## config.mk

```make
export PLATFORM = sky130hd
export DESIGN_NAME = prefetch_refill_engine
export DESIGN_NICKNAME = d
export VERILOG_FILES = /design/src/rtl/prefetch_refill_engine.sv
export SDC_FILE = /design/constraint.sdc
export NUM_CORES = 1
export LEC_CHECK = 0
export ABC_AREA = 0
export CORE_MARGIN = 8
export CORE_UTILIZATION = 48
export CTS_CLUSTER_DIAMETER = 200
export DETAILED_ROUTE_END_ITERATION = 16
export PLACE_DENSITY = 0.87
export SLEW_MARGIN = 20
export SYNTH_ARGS = -nofsm -noshare
export SYNTH_HDL_FRONTEND = slang
export SYNTH_SLANG_ARGS = --single-unit
```

## constraint.sdc

```tcl
create_clock -name clk -period 3.81 [get_ports clk]
set_input_delay 0.381 -clock clk [delete_from_list [all_inputs] [get_ports clk]]
set_output_delay 0.381 -clock clk [all_outputs]
set_load 0.005 [all_outputs]
```

## src/rtl/prefetch_refill_engine.sv

```systemverilog
// rtl/prefetch_refill_engine.sv - demand-miss refill engine with next-block prefetch queue
module prefetch_refill_engine #(
  parameter int ADDR_WIDTH = 8,
  parameter int BLOCK_SIZE = 4,
  parameter int PF_DEPTH   = 2
) (
  input  logic                  clk,
  input  logic                  reset_n,
  input  logic                  miss_valid,
  input  logic [ADDR_WIDTH-1:0] miss_addr,
  output logic                  miss_ready,
  input  logic                  pf_enable,
  output logic                  mem_req_valid,
  output logic [ADDR_WIDTH-1:0] mem_req_addr,
  input  logic                  mem_req_ready,
  input  logic                  mem_rsp_valid,
  input  logic [31:0]           mem_rsp_data,
  output logic                  fill_valid,
  output logic [ADDR_WIDTH-1:0] fill_addr,
  output logic [31:0]           fill_data,
  output logic                  fill_prefetch,
  output logic                  busy,
  output logic [7:0]            pf_drop_count
);

  localparam logic [ADDR_WIDTH-1:0] BLK_MASK = ~ADDR_WIDTH'(BLOCK_SIZE - 1);
  localparam logic [ADDR_WIDTH-1:0] BLK_STEP = ADDR_WIDTH'(BLOCK_SIZE);

  typedef enum logic [1:0] {
    ST_IDLE = 2'd0,
    ST_REQ  = 2'd1,
    ST_WAIT = 2'd2,
    ST_FILL = 2'd3
  } state_e;

  state_e                state_q, state_d;
  logic [ADDR_WIDTH-1:0] addr_q, addr_d;
  logic                  kind_q, kind_d;
  logic [31:0]           data_q, data_d;
  logic [7:0]            drop_q, drop_d;

  // Prefetch queue is kept compacted: valid bits form a thermometer from
  // entry 0 (oldest) upward, so removal anywhere shifts younger entries down.
  logic [ADDR_WIDTH-1:0] fifo_q  [PF_DEPTH];
  logic [ADDR_WIDTH-1:0] fifo_rm [PF_DEPTH];
  logic [ADDR_WIDTH-1:0] fifo_d  [PF_DEPTH];
  logic [PF_DEPTH-1:0]   vld_q, vld_rm, vld_d;

  logic [ADDR_WIDTH-1:0] miss_base;
  logic [ADDR_WIDTH-1:0] pf_addr;
  logic                  accept;
  logic                  pop;
  logic                  rm_shift;
  logic                  rm_hit;
  logic                  pf_dup;
  logic                  pf_placed;

  assign miss_base = miss_addr & BLK_MASK;
  assign pf_addr   = miss_base + BLK_STEP;
  assign accept    = (state_q == ST_IDLE) && miss_valid;
  assign pop       = (state_q == ST_IDLE) && !miss_valid && vld_q[0];

  // Next-state and transaction capture: demand beats prefetch in IDLE.
  always_comb begin
    state_d = state_q;
    addr_d  = addr_q;
    kind_d  = kind_q;
    data_d  = data_q;
    case (state_q)
      ST_IDLE: begin
        if (accept) begin
          addr_d  = miss_base;
          kind_d  = 1'b0;
          state_d = ST_REQ;
        end else if (pop) begin
          addr_d  = fifo_q[0];
          kind_d  = 1'b1;
          state_d = ST_REQ;
        end
      end
      ST_REQ: begin
        if (mem_req_ready) begin
          state_d = ST_WAIT;
        end
      end
      ST_WAIT: begin
        if (mem_rsp_valid) begin
          data_d  = mem_rsp_data;
          state_d = ST_FILL;
        end
      end
      ST_FILL: begin
        state_d = ST_IDLE;
      end
      default: begin
        state_d = ST_IDLE;
      end
    endcase
  end

  // Removal: a pop takes entry 0; an accepted miss promotes its matching entry.
  always_comb begin
    rm_shift = 1'b0;
    rm_hit   = 1'b0;
    fifo_rm  = fifo_q;
    vld_rm   = vld_q;
    for (int i = 0; i < PF_DEPTH; i++) begin
      rm_hit   = accept ? (vld_q[i] && (fifo_q[i] == miss_base)) : (pop && (i == 0));
      rm_shift = rm_shift | rm_hit;
      if (rm_shift) begin
        if (i < PF_DEPTH - 1) begin
          fifo_rm[i] = fifo_q[(i + 1 < PF_DEPTH) ? i + 1 : i];
          vld_rm[i]  = vld_q[(i + 1 < PF_DEPTH) ? i + 1 : i];
        end else begin
          vld_rm[i]  = 1'b0;
        end
      end
    end
  end

  // Push of the next block on an accepted miss, after any promotion removal.
  always_comb begin
    fifo_d    = fifo_rm;
    vld_d     = vld_rm;
    drop_d    = drop_q;
    pf_dup    = 1'b0;
    pf_placed = 1'b0;
    for (int i = 0; i < PF_DEPTH; i++) begin
      if (vld_rm[i] && (fifo_rm[i] == pf_addr)) begin
        pf_dup = 1'b1;
      end
    end
    if (accept && pf_enable && !pf_dup) begin
      if (vld_rm[PF_DEPTH-1]) begin
        if (drop_q != 8'hFF) begin
          drop_d = drop_q + 8'd1;
        end
      end else begin
        for (int i = 0; i < PF_DEPTH; i++) begin
          if (!vld_rm[i] && !pf_placed) begin
            fifo_d[i] = pf_addr;
            vld_d[i]  = 1'b1;
            pf_placed = 1'b1;
          end
        end
      end
    end
  end

  // State, transaction and queue registers; reset abandons any transaction.
  always_ff @(posedge clk or negedge reset_n) begin
    if (!reset_n) begin
      state_q <= ST_IDLE;
      addr_q  <= '0;
      kind_q  <= 1'b0;
      data_q  <= '0;
      drop_q  <= '0;
      vld_q   <= '0;
      for (int i = 0; i < PF_DEPTH; i++) begin
        fifo_q[i] <= '0;
      end
    end else begin
      state_q <= state_d;
      addr_q  <= addr_d;
      kind_q  <= kind_d;
      data_q  <= data_d;
      drop_q  <= drop_d;
      vld_q   <= vld_d;
      for (int i = 0; i < PF_DEPTH; i++) begin
        fifo_q[i] <= fifo_d[i];
      end
    end
  end

  // miss_ready is gated by reset so every output reads 0 while reset is held.
  assign miss_ready    = reset_n && (state_q == ST_IDLE);
  assign mem_req_valid = (state_q == ST_REQ);
  assign mem_req_addr  = mem_req_valid ? addr_q : '0;
  assign fill_valid    = (state_q == ST_FILL);
  assign fill_addr     = fill_valid ? addr_q : '0;
  assign fill_data     = fill_valid ? data_q : '0;
  assign fill_prefetch = fill_valid && kind_q;
  assign busy          = (state_q != ST_IDLE) || vld_q[0];
  assign pf_drop_count = drop_q;

endmodule

```

---- Word-level counts from Yosys, hierarchy flattened ----
Cells that the tools add are included.
storage, ports and cells
  register bits ........................... 69
  bits of input ports ..................... 46
  output and inout port bits .............. 61
  logic and storage cells ................. 77
cells by class
  add/sub/neg operators ................... 2
  equality and inequality tests ........... 11
  mux-type cells .......................... 29
  bitwise gates (word level) .............. 2
  reductions and logical operators ........ 25
operators with widths
  operator                                                                  count
  8-bit two-way mux                                                         7
  8-bit equality test                                                       4
  16-bit two-way mux                                                        2
  32-bit two-way mux                                                        1
  1-bit logical AND                                                         12
  1-bit two-way mux                                                         12
  2-bit two-way mux                                                         6
  3-bit AND reduction                                                       3
  8-bit by 1-bit adder with 8-bit output (second input constant)            1
  8-bit by 3-bit adder with 8-bit output (second input constant)            1
  8-bit inequality test (second input constant)                             1
  2-bit case mux with 4 select lines                                        1
  2-bit equality test (second input constant)                               2
  1-bit zero test                                                           4
  2-bit AND reduction                                                       2
  2-bit nonzero test                                                        2
  3-bit inequality test (second input constant)                             1
  2-bit by 1-bit equality test with 1-bit output (second input constant)    1
  2-bit zero test                                                           1
  2-bit by 1-bit inequality test with 1-bit output (second input constant)  1
  2-bit inequality test (second input constant)                             1
  1-bit logical OR                                                          1
  1-bit NOT                                                                 1
  1-bit bitwise OR                                                          1

---- Logic depth before layout (Yosys ltp) ----
  word-level depth ........................ 17
  depth in mapped cells ................... 13

---- Worst setup path after synthesis ----
Ideal clock, no wire load.
  kind .................................... register to register
  from .................................... reg state_q[0]
  to ...................................... reg fifo_q[4] (netlist bit)
  setup time .............................. 0.125 ns
  arrival time ............................ 2.789 ns
  setup slack ............................. 0.896 ns
  stages on the path, launching flop included .. 13
  path through ............................ dfrtp_1 > inv_1 > ha_1 > nand2_1 > nor4_4 > a31oi_4 > buf_4 > a21oi_1 > a211oi_1 > and3_4 > or4_4 > buf_6 > mux2_4
between the ends
  word-level cells in the longest chain between the ends .. 12
  elaborated cells between the ends (all ways) .. 26
RTL lines
  item                               RTL line  text
  start: declaration                 36        state_e state_q, state_d;
  start signal: assignment           163       state_q <= state_d;
  2-bit zero test (*)                60, 61
  1-bit logical AND (2 in a row)     61        assign pop = (state_q == ST_IDLE) && !miss_valid && vld_q[0];
  1-bit two-way mux                  108       rm_hit = accept ? (vld_q[i] && (fifo_q[i] == miss_base)) : (pop && (i == 0));
  8-bit two-way mux                  110       if (rm_shift) begin
  8-bit equality test                129       if (vld_rm[i] && (fifo_rm[i] == pf_addr)) begin
  1-bit logical AND                  129
  1-bit two-way mux (2 in a row)     129
  1-bit zero test                    133       if (accept && pf_enable && !pf_dup) begin
  1-bit logical AND                  133
  3-bit AND reduction (no line) (*)  --
  end signal: indexed assignment     170       fifo_q[i] <= fifo_d[i];
  end: declaration                   44        logic [ADDR_WIDTH-1:0] fifo_q [PF_DEPTH];
Every way passes the cells marked *; elsewhere a longest branch is shown, timed or not. The select of a mux whose other input is x is not followed.
A chain may end at the register's enable or synchronous reset.

---- Final worst setup path ----
  from .................................... reg state_q[1]
  to ...................................... reg fifo_q[4] (netlist bit)
Same word-level chain as after synthesis.

==> impl_metrics.toml <==
[outcome]
status = "complete, no violations"

[floorplanning]
die_w_um = 103
io-pin-count = 107
core_um2 = 7290
start_util_pct = 50.0
die_h_um = 103
rows = 31
die_area_um2 = 10600

[route]
initialDrtViolationCount = 121
drc = 0
vias = 2922
ant_nets = 0
vias_per_cell = 5.28
wirelength_mm = 9.26
post_drt_wl_per_cell_um = 16.7
drt_first_pass_iters = 4

[placed_design]
place_area_um2 = 4790
io_buffer_count = 104
gp_congestion = 0.909
dp_hpwl_mm = 6.92

[layout]
fillers = 545
syn2layout_area_growth_pct = 36.8
nNetsFinal = 502
multi_input_area_um2 = 1840
final_area_um2 = 4990
regArea_um2 = 1680
drive_gt1_share_pct = 15.2
antenna_cells = 0

[sta]
timing.final.crit_share_pct = 82.8
rsz0062_at_grt = "false"
hold_violations = 0
maxSlewHeadroom_pct = 44.4
finalMaxSlewViolations = 0
tightest_slew_ns = 0.834
fmax_ghz = 0.317
skew_ns = 0.00806
setup_viol = 0
tns_ns = 0
min_period_ns = 3.15

[yosys]
synth_cell_type_count = 45
synthTopCellsByCount = "dfrtp_1, and2_1, mux2_2, a21oi_1, nor2_1"
synthCells = 343
ys_ff_latch = 67
synth_nets = 396
yosys.area.top_type = "dfrtp_1"
netlist_area_um2 = 3650
netlist.area_leader.share_pct = 46.0
ys_seq_area_share_pct = 46.0
yosysMostFrequentCell = "dfrtp_1"
synth_edf_count = 0
yosysWarnings = 0
avgSynthCellArea_um2 = 10.6
synth_ff_type = "dfrtp_1"
async_flop_share_pct = 100
netlist_top_cells_area = "dfrtp_1, mux2_2, and2_1"

[clock_network]
tritoncts = "built"
clock_path_buffers = 2
cts.sinks = 67
cts_buffers = 9
path_clk_slew_ns = 0.08
cts_resized = 0
cts_root_buf = "clkbuf_8"
clock_latency_ns = 0.35
cts_setup_buffers = 0
htreeDepth = 3
postCtsHoldBufs = 0

[power_and_ir_drop]
p_per_area_nw_per_um2 = 688
p_leak_uw = 0.00215
vdd_drop_max_mv = 0.300

[critical_path]
critPathKind = "flop to flop"
startpoint_type = "flop"
path_max_fanout = 15
worstSetupEndpointType = "flop"
worstPathArrival_ns = 3.39
crit_required_ns = 4.04

[global_routing]
grt_pass1_vias = 2966
grt_pass1_wl_mm = 14.7
antenna_found_initial = 0
grt_max_degree = 68
overflow = 0
track_usage_pct = 17.8

[run]
drv_cap = 0

[worst_hold_path]
min_path_type = "input port to async pin"
kinds of logic (layout without fill, tap and decap cells):
group | after synthesis | in the layout | synth area share (%)
adders and majority gates | 7 | 7 | 2.40
and+or+nand+nor | 112 | 112 | 17.9
DFF | 67 | 67 | 46.0
muxes | 47 | 47 | 14.3
AOI/OAI and AO/OA | 51 | 51 | 8.95
xor gates and xnor gates | 28 | 28 | 6.72
buffers and inverters | 31 | 142 | 3.70
placed cells by master, fill, tap and decap left out, types with 11 or more instances in the layout:
cell type	instances
mux2i_1	11
and2_1	49
mux2_2	32
xor2_1	15
a21oi_1	19
dfrtp_1	67
nand2_1	13
o21ai_0	13
nand3_1	11
nor2_1	17
clkdlybuf4s50_1	103
inv_1	13
xnor2_1	13
worst paths after layout:
| path | from | endpoint | slack (ns) | cells past startpoint |
|---|---|---|---|---|
| setup / recovery | state_q[1]$_DFFE_PN0P_ | fifo_q[4]$_DFFE_PN0P_ | 0.66 | 11 |
| hold / removal | reset_n | data_q[12]$_DFFE_PN0P_ | 0.25 | 2 |
| setup reg to reg | state_q[1]$_DFFE_PN0P_ | fifo_q[4]$_DFFE_PN0P_ | 0.66 | 11 |
| hold reg to reg | data_q[23]$_DFFE_PN0P_ | data_q[23]$_DFFE_PN0P_ | 0.50 | 1 |
| max in group asynchronous | reset_n | data_q[8]$_DFFE_PN0P_ | 3.02 | 2 |
| min in group clk | data_q[23]$_DFFE_PN0P_ | data_q[23]$_DFFE_PN0P_ | 0.50 | 1 |
per-layer routing:
layer / track usage (%) / part of all wire, % / up-vias
li1: - / - / 1401
met1: 21.9 / 43 / 1413
met4: 4.45 / 0.76 / 0
met3: 4.89 / 8.0 / 7
met5: 0 / 0 / -
met2: 30.1 / 48 / 101
flip-flops by register name, summed over array words and instances, names as in the netlist:
register and flops:
data_q 32, fifo_q 14, addr_q 8, pf_drop_count 8, state_q 2, vld_q 2
kind_q 1
worst max-delay path, stage by stage, from the launching register on:
cell and delay (ns):
dfrtp_1 0.41, inv_1 0.13, ha_1 0.19, nand2_1 0.12, nor4_4 0.36, a31oi_4 0.27
mux2i_1 0.30, xor2_1 0.17, nor2_1 0.08, and3_4 0.18, or4_4 0.50, mux2_4 0.32
area by class of cell:
class / instances / area share (%)
multi-input combinational: 245 / 36.8
sequential: 67 / 33.6
timing repair buffer: 113 / 22.1
clock buffer: 9 / 2.48
tap: 99 / 2.48
clock inverter: 7 / 1.53
inverter: 13 / 0.978
where the power goes:
group / switching [uW] / leakage [uW] / internal (uW)
Clock: 293 / 0.0000958 / 305
Combinational: 700 / 0.00124 / 890
Sequential: 218 / 0.000812 / 1020
stage by stage:
step                      total power, uW  hold slack (ns)  worst slack, ns  instances  utilization, %
after floorplan                      2150           0.0854            0.896        343               -
after global placement               2760            0.479            0.388        537            65.7
after detailed placement             2850            0.488            0.358        537            65.7
after CTS                            3460            0.267            0.637        553            68.4
after global routing                 3680            0.332            0.494        553            68.4
final                                3430            0.253            0.656        553            68.4
Power figures use the tool's default switching activity.
